`config.mk`:
```
export PLATFORM = sky130hd
export DESIGN_NAME = otter_fetch_unit
export DESIGN_NICKNAME = d
export VERILOG_FILES = /design/src/rtl/otter_fetch_pkg.sv /design/src/rtl/otter_pc_reg.sv /design/src/rtl/otter_fetch_unit.sv
export SDC_FILE = /design/constraint.sdc
export NUM_CORES = 1
export LEC_CHECK = 0
export BUFFER_PORTS_ARGS = -buffer_cell sky130_fd_sc_hd__buf_2
export CAP_MARGIN = 20
export CORE_MARGIN = 2
export CORE_UTILIZATION = 39
export DETAILED_ROUTE_END_ITERATION = 8
export GPL_ROUTABILITY_DRIVEN = 0
export PLACE_DENSITY = 0.72
export SYNTH_ARGS = -nofsm -noshare
export SYNTH_HDL_FRONTEND = slang
export SYNTH_SLANG_ARGS = --single-unit
```
`constraint.sdc`:
```
create_clock -name CLK -period 3.1 [get_ports CLK]
set_input_delay 0.31 -clock CLK [delete_from_list [all_inputs] [get_ports CLK]]
set_output_delay 0.31 -clock CLK [all_outputs]
set_load 0.02 [all_outputs]
```
`src/rtl/otter_fetch_pkg.sv`:
```
// Shared types and constants for the OTTER instruction fetch stage.
// Latency: n/a (types only).
// Backpressure: n/a (types only).
package otter_fetch_pkg;

  localparam int unsigned XLEN = 32;

  // Canonical RV32I NOP: addi x0, x0, 0
  localparam logic [XLEN-1:0] NOP_INSTR = 32'h0000_0013;

  typedef enum logic [1:0] {
    REQ,
    WAIT,
    HOLD,
    DRAIN
  } fetch_state_t;

endpackage : otter_fetch_pkg

```
`src/rtl/otter_pc_reg.sv`:
```
// Program counter register: reset load, +4 increment, masked redirect load.
// Latency: 1 cycle from load/increment enable to updated pc.
// Backpressure: none; redirect load wins over increment in the same cycle.
//
// Ports:
//   clk, rst      : clock, synchronous active-high reset (loads RESET_PC)
//   inc_en        : advance pc by 4 (wraps modulo 2^32)
//   load_en       : load load_pc with bits [1:0] cleared
//   load_pc       : redirect target
//   pc            : current program counter
module otter_pc_reg
  import otter_fetch_pkg::*;
#(
  parameter logic [XLEN-1:0] RESET_PC = 32'h0000_0000
) (
  input  logic            clk,
  input  logic            rst,
  input  logic            inc_en,
  input  logic            load_en,
  input  logic [XLEN-1:0] load_pc,
  output logic [XLEN-1:0] pc
);

  localparam logic [XLEN-1:0] WORD_MASK = ~32'h0000_0003;

  logic [XLEN-1:0] pc_q;
  logic [XLEN-1:0] pc_d;

  always_comb begin
    pc_d = pc_q;
    if (load_en) begin
      pc_d = load_pc & WORD_MASK;
    end else if (inc_en) begin
      pc_d = pc_q + 32'd4;
    end
  end

  always_ff @(posedge clk) begin
    if (rst) begin
      pc_q <= RESET_PC;
    end else begin
      pc_q <= pc_d;
    end
  end

  assign pc = pc_q;

endmodule : otter_pc_reg

```
`src/rtl/otter_fetch_unit.sv`:
```
// OTTER fetch stage: owns the PC, issues word reads, registers IR for decode.
// Latency: ack -> rvalid -> ir_valid; best case ir_valid 2 cycles after ack.
// Backpressure: holds IR stable until ir_ready; one request outstanding max.
//
// Ports:
//   CLK, RST                          : clock, synchronous active-high reset
//   imem_req/addr, imem_ack           : request channel (addr == PC)
//   imem_rvalid/rdata                 : response channel, one per accepted req
//   redirect_valid/pc                 : PC change from execute, highest priority
//   IR, ir_pc, ir_pc_plus4, ir_valid  : registered instruction to decode
//   ir_ready                          : decode consumes IR
module otter_fetch_unit
  import otter_fetch_pkg::*;
#(
  parameter logic [XLEN-1:0] RESET_PC = 32'h0000_0000
) (
  input  logic            CLK,
  input  logic            RST,
  output logic            imem_req,
  output logic [XLEN-1:0] imem_addr,
  input  logic            imem_ack,
  input  logic            imem_rvalid,
  input  logic [XLEN-1:0] imem_rdata,
  input  logic            redirect_valid,
  input  logic [XLEN-1:0] redirect_pc,
  output logic [XLEN-1:0] IR,
  output logic [XLEN-1:0] ir_pc,
  output logic [XLEN-1:0] ir_pc_plus4,
  output logic            ir_valid,
  input  logic            ir_ready
);

  fetch_state_t    state_q, state_d;
  logic [XLEN-1:0] ir_q, ir_d;
  logic [XLEN-1:0] ir_pc_q, ir_pc_d;
  logic [XLEN-1:0] ir_pc_plus4_q, ir_pc_plus4_d;
  logic            ir_valid_q, ir_valid_d;
  logic            pc_inc;
  logic [XLEN-1:0] pc;

  otter_pc_reg #(
    .RESET_PC (RESET_PC)
  ) u_pc_reg (
    .clk     (CLK),
    .rst     (RST),
    .inc_en  (pc_inc),
    .load_en (redirect_valid),
    .load_pc (redirect_pc),
    .pc      (pc)
  );

  always_comb begin
    state_d       = state_q;
    ir_d          = ir_q;
    ir_pc_d       = ir_pc_q;
    ir_pc_plus4_d = ir_pc_plus4_q;
    ir_valid_d    = ir_valid_q;
    pc_inc        = 1'b0;

    if (redirect_valid) begin
      // A redirect drops whatever is held; if a response is still owed after
      // this edge we must swallow it in DRAIN before issuing the new PC.
      ir_valid_d = 1'b0;
      unique case (state_q)
        REQ:     state_d = imem_ack    ? DRAIN : REQ;
        WAIT:    state_d = imem_rvalid ? REQ   : DRAIN;
        HOLD:    state_d = REQ;
        DRAIN:   state_d = imem_rvalid ? REQ   : DRAIN;
        default: state_d = REQ;
      endcase
    end else begin
      unique case (state_q)
        REQ: begin
          if (imem_ack) state_d = WAIT;
        end
        WAIT: begin
          if (imem_rvalid) begin
            ir_d          = imem_rdata;
            ir_pc_d       = pc;
            ir_pc_plus4_d = pc + 32'd4;
            ir_valid_d    = 1'b1;
            state_d       = HOLD;
          end
        end
        HOLD: begin
          if (ir_ready) begin
            pc_inc     = 1'b1;
            ir_valid_d = 1'b0;
            state_d    = REQ;
          end
        end
        DRAIN: begin
          if (imem_rvalid) state_d = REQ;
        end
        default: state_d = REQ;
      endcase
    end
  end

  always_ff @(posedge CLK) begin
    if (RST) begin
      state_q       <= REQ;
      ir_q          <= NOP_INSTR;
      ir_pc_q       <= RESET_PC;
      ir_pc_plus4_q <= RESET_PC + 32'd4;
      ir_valid_q    <= 1'b0;
    end else begin
      state_q       <= state_d;
      ir_q          <= ir_d;
      ir_pc_q       <= ir_pc_d;
      ir_pc_plus4_q <= ir_pc_plus4_d;
      ir_valid_q    <= ir_valid_d;
    end
  end

  // Request side decodes from state and PC only: no input-to-output path.
  assign imem_req    = (state_q == REQ);
  assign imem_addr   = pc;
  assign IR          = ir_q;
  assign ir_pc       = ir_pc_q;
  assign ir_pc_plus4 = ir_pc_plus4_q;
  assign ir_valid    = ir_valid_q;

endmodule : otter_fetch_unit
```
After elaboration in Yosys (flattened, before gate mapping)
Cells that the tools add are included.

Bits in writable memories: 0. Bits of input ports: 70. Bits in read-only memories: 0. Logic and storage cells: 43. Register bits: 131. Memories: 0. Output and inout bits: 130. Latch bits: 0.

Bitwise operators: 1. Div/mod/pow operators: 0. Multiplexer cells: 17. Order comparisons: 0. Shifts and indexed selects: 0. Eq/ne operators: 9. Reduce and logical (&&, ||, !) cells: 8. $mul: 0. $add $sub $neg: 1.

Operators by type and width (count): 32-bit 2-to-1 mux (2); 32-bit by 3-bit adder with 32-bit output (second input constant) (1); 2-bit 2-to-1 mux (7); 3-bit != test (second input constant) (3); 2-bit one-hot mux with 4 select lines (1); 2-bit one-hot mux with 3 select lines (1); 3-bit AND reduction (2); 1-bit 2-to-1 mux (5); 2-bit equality test (second input constant) (2); 2-bit != test (second input constant) (2); 4-bit AND reduction (1); 2-bit nonzero test (2); 2-bit OR reduction (2); 3-bit by 1-bit != test with 1-bit output (second input constant) (1); 2-bit by 1-bit equality test with 1-bit output (second input constant) (1); 2-bit logical NOT (1); 1-bit one-hot mux with 2 select lines (1); 1-bit NOT (1).

Logic depth before layout (Yosys ltp)
Depth after elaboration: 5. Gate-level depth with buffers: 7.

By module
From an unflattened synthesis, not the netlist that was laid out.

Cell total of the unflattened synthesis: 762. Area total of the unflattened synthesis: 5938.2 um^2.

By module, submodules not included: otter_fetch_unit (area an instance 4008.8 um^2, cells each 511, times used 1); otter_pc_reg (area an instance 1929.4 um^2, cells each 251, times used 1).

Worst setup path after synthesis
No wires, ideal clock.

Kind: register to register. From: reg u_pc_reg.pc_q[19] (netlist: u_pc_reg.pc[19]). To: reg u_pc_reg.pc_q[26] (netlist: u_pc_reg.pc[26]). Buffers on the path: 1. Arrival time: 2.152 ns. Cell stages (with the launch flop): 6. Period minus slack after synthesis: 2.243 ns. Setup slack: 0.857 ns. Data required time: 3.009 ns. Setup time: 0.091 ns. Path through: dfxtp_1 > nand4_4 > or4_4 > buf_6 > or4_1 > a311oi_1.

Longest elaborated chain between the ends: 3.

Ends and longest elaborated chain: start: declaration (RTL line otter_pc_reg.sv:26) `logic [XLEN-1:0] pc_q;`; start signal: assignment (RTL line otter_pc_reg.sv:42) `pc_q <= pc_d;`; 32-bit by 3-bit adder with 32-bit output (RTL line otter_pc_reg.sv:34) `pc_d = pc_q + 32'd4;`; 32-bit 2-to-1 mux (RTL line otter_pc_reg.sv:33) `end else if (inc_en) begin`; 32-bit 2-to-1 mux (RTL line otter_pc_reg.sv:31) `if (load_en) begin`.

No other way between the ends. The select of a mux whose other input is x is not followed. A chain may end at the register's enable or synchronous reset.

Worst setup path in the final report
From: reg u_pc_reg.pc_q[13] (netlist: u_pc_reg.pc[13]). To: reg ir_pc_plus4_q[31] (netlist: ir_pc_plus4[31]).

Longest elaborated chain between the ends: 1.

Ends and longest elaborated chain: 32-bit by 3-bit adder with 32-bit output (RTL line otter_fetch_unit.sv:80) `ir_pc_plus4_d = pc + 32'd4;`; end signal: assignment (RTL line otter_fetch_unit.sv:105) `ir_pc_plus4_q <= RESET_PC + 32'd4;`; end signal: assignment (RTL line otter_fetch_unit.sv:111) `ir_pc_plus4_q <= ir_pc_plus4_d;`; end: declaration (RTL line otter_fetch_unit.sv:36) `logic [XLEN-1:0] ir_pc_plus4_q, ir_pc_plus4_d;`.

No other way between the ends.

==> out/results.tsv <==
metric	value	unit
Synth Register Bits	125	
Compound-Gate Fraction of Synth Area	19.1	%
min Tclk post-route	2520	ps
Synth Area in Simple Gates	26.5	%
critical-path cell list	nand2_1 -> or4_1 -> or4_1 -> a311oi_1	
CP max-delay cell	or4_1	
mux contribution to synthesized area	0	%
post-synthesis instance area	0.00561	mm²
Final Core Density	51.7	%
largest family of logic cells by synthesized area	simple AND/OR/NAND/NOR gates	
power density cells	581	mW/mm²
CP Capture Type	register	
most used cell, CP	or4_1	
Clock Tree Buf Depth	2	
Fin Setup TNS	0	ps
first-pass GRT wire length	24800	µm
Reg clk slew, reported paths	50	ps
Worst Path Arrival	2840	ps
post-synth top area share	44.6	%
Synth Area in Adders	0.223	%
Area Overhead vs Synth	28.8	%
CTS tree	yes	
DR DRC count	0	
GR Util All Layers	20.8	%
DR WL/cell	15.6	µm
HP Class	primary input to register	
Antenna Nets Post-Route	0	
core outline area	0.0140	mm²
Setup Slack @ Placement	627	ps
register area share after synthesis	44.6	%
largest cells by area after synthesis	dfxtp_1 (45%), nand2_1 (10%), a21oi_1 (5.8%)	
pin count of the biggest net entering global routing	91	
critical path's largest stage delay	850	ps
I/O Pins	200	
Worst Path Required	3410	ps
CTS Root Cell	clkbuf_16	
Hold Vio Cnt, Final	0	
antenna violations before repair	0	
Yosys top cell by area	dfxtp_1	
# rows	43	
Setup WS post-layout	575	ps
Avg Vias per Cell	5.33	
die width	124	µm
Initial Utilization	40.1	%
Buffers on Ports	191	
Netlist cell types	49	
R2R Setup Slk	580	ps
Synth Area in XOR/XNOR	3.44	%
status	completed	
Least-Margin Pin Slew	833	ps
CTS Hold Bufs	0	
nets@finish	922	
Setup crit start kind	register	
leakage power	2.82	nW
via count	5544	
DPL Wire Length	10700	µm
fraction of layout cells with a size suffix above 1	27.4	%
clock buffer count from CTS	17	
setup violators final	0	
Max Cap Viol	0	
syn_area_per_cell	8.04	µm²
initial drt markers	417	
Tcrit/Tclk final	81.4	%
Total Wirelength	16200	µm
GRT overflow	0	
post-cts sizing count	0	
vias in the first global route	4777	
H-tree depth	4	
Max transition margin	44.0	%
Design Power	4.20	mW
Die Y-Extent	124	µm
Worst Setup Path Type	register to register	
Main synth FF type	dfxtp_1	
FMAX	396	MHz
Die ar.	0.0154	mm²
peak supply drop	0.000346	V
number of enable flip-flop cells after synthesis	0	
drt pass-1 iters	4	
ANT cells	0	
Final Skew	7.87	ps
crit-path max FO	20	
Final Max Slew Viols	0	
synth warn	0	
fillcell total	1363	
ys async rst share	0	%
unrepaired setup endpoints after global routing	no	
clk sinks	125	
Worst-Skew Late Latency	420	ps
Synth Instances	698	
Post-CTS Setup Inserts	0	
[power breakdown]
group	total, mW	leakage (nW)	switching [mW]	internal (mW)
Sequential	1.75	1.02	0.0816	1.67
Combinational	0.391	1.51	0.243	0.149
Clock	2.06	0.297	0.683	1.38
[final timing paths]
check	start	endpoint	cells after the start
setup reg to reg	u_pc_reg.pc[13]	ir_pc_plus4[31]	4
hold reg to reg	ir_pc[6]	ir_pc[6]	2
setup / recovery	u_pc_reg.pc[13]	ir_pc_plus4[31]	4
hold / removal	imem_rdata[4]	IR[4]	3
[synthesized netlist by cell type, types with 2 or more instances]
| master | n |
|---|---|
| nand2b_1 | 2 |
| dfxtp_1 | 125 |
| a211oi_1 | 22 |
| inv_1 | 4 |
| nand4_1 | 12 |
| buf_4 | 10 |
| nand3b_1 | 4 |
| buf_2 | 7 |
| nand2_1 | 152 |
| or4_1 | 18 |
| o31a_1 | 2 |
| nor4_1 | 12 |
| xor2_1 | 8 |
| o41ai_1 | 2 |
| nor3_1 | 6 |
| clkbuf_1 | 51 |
| a2111oi_1 | 2 |
| a311oi_1 | 29 |
| o21ai_0 | 11 |
| nor4bb_1 | 2 |
| a21oi_1 | 65 |
| and4_1 | 3 |
| buf_6 | 2 |
| and3_1 | 2 |
| o31ai_1 | 18 |
| or3_1 | 10 |
| a2111oi_0 | 3 |
| nor2b_1 | 4 |
| nor3b_1 | 2 |
| xnor2_1 | 14 |
| nor2_1 | 64 |
| o41a_1 | 2 |
| nand3_1 | 12 |
[cell families after synthesis]
family / count (synthesis)
other: 1
XOR/XNOR: 22
adder cells (fa/ha/maj): 1
AO/OA/AOI/OAI: 160
AND/OR/NAND/NOR: 314
flip-flops: 125
buffers and inverters: 75
[critical path: cells and delay by family, from the launching register on]
family           cells  cell delay, ps
flip-flops           1             510
AO/OA/AOI/OAI        1             290
AND/OR/NAND/NOR      3            1630
[metrics by stage]
step	hold slack (ps)	area [µm²]	cells
final	114	7230	1041
after global routing	110	7230	1041
after CTS	96.8	7230	1041
after detailed placement	444	6610	1012
after global placement	438	6610	1012
after floorplan	434	5630	703
[cell type report]
type,instances,area [µm²],share of cell area [%]
repair buffers,200,1060,14.7
clock buffers,24,512,7.08
flip-flops and latches,125,2500,34.6
multi-input cells,503,2800,38.8
well taps,180,225,3.12
inverters,4,15.0,0.208
clock inverters,5,105,1.45
[registers in the layout, summed over array words and instances (netlist names)]
register	count
ir_pc_plus4	30
ir_valid	1
ir_pc	30
state_q	2
u_pc_reg.pc	30
IR	32
[per-layer routing]
metal	routed length, µm	up-vias	GRT usage (%)
li1	-	2779	-
met5	0	-	0
met1	7370	2565	27.1
met2	7570	185	33.3
met3	1090	15	5.45
met4	186	0	7.16
[cell usage in the layout, fill, tap and decap left out, drive strengths merged, types with 3 or more instances in the layout]
master and instances:
a2111oi 5, conb 6, bufinv 3, o31a 3, nand3 13, nor3 6
or4 20, nand2 152, xor2 8, nor2 64, nand3b 4, nand4 13
nor4 12, a311oi 29, clkbuf 24, nor2b 4, a211oi 22, o21ai 11
a21oi 65, and4 3, xnor2 14, buf 200, dfxtp 125, or3 10
inv 4, o31ai 18
Note: power is estimated with default switching activity, not from simulation.
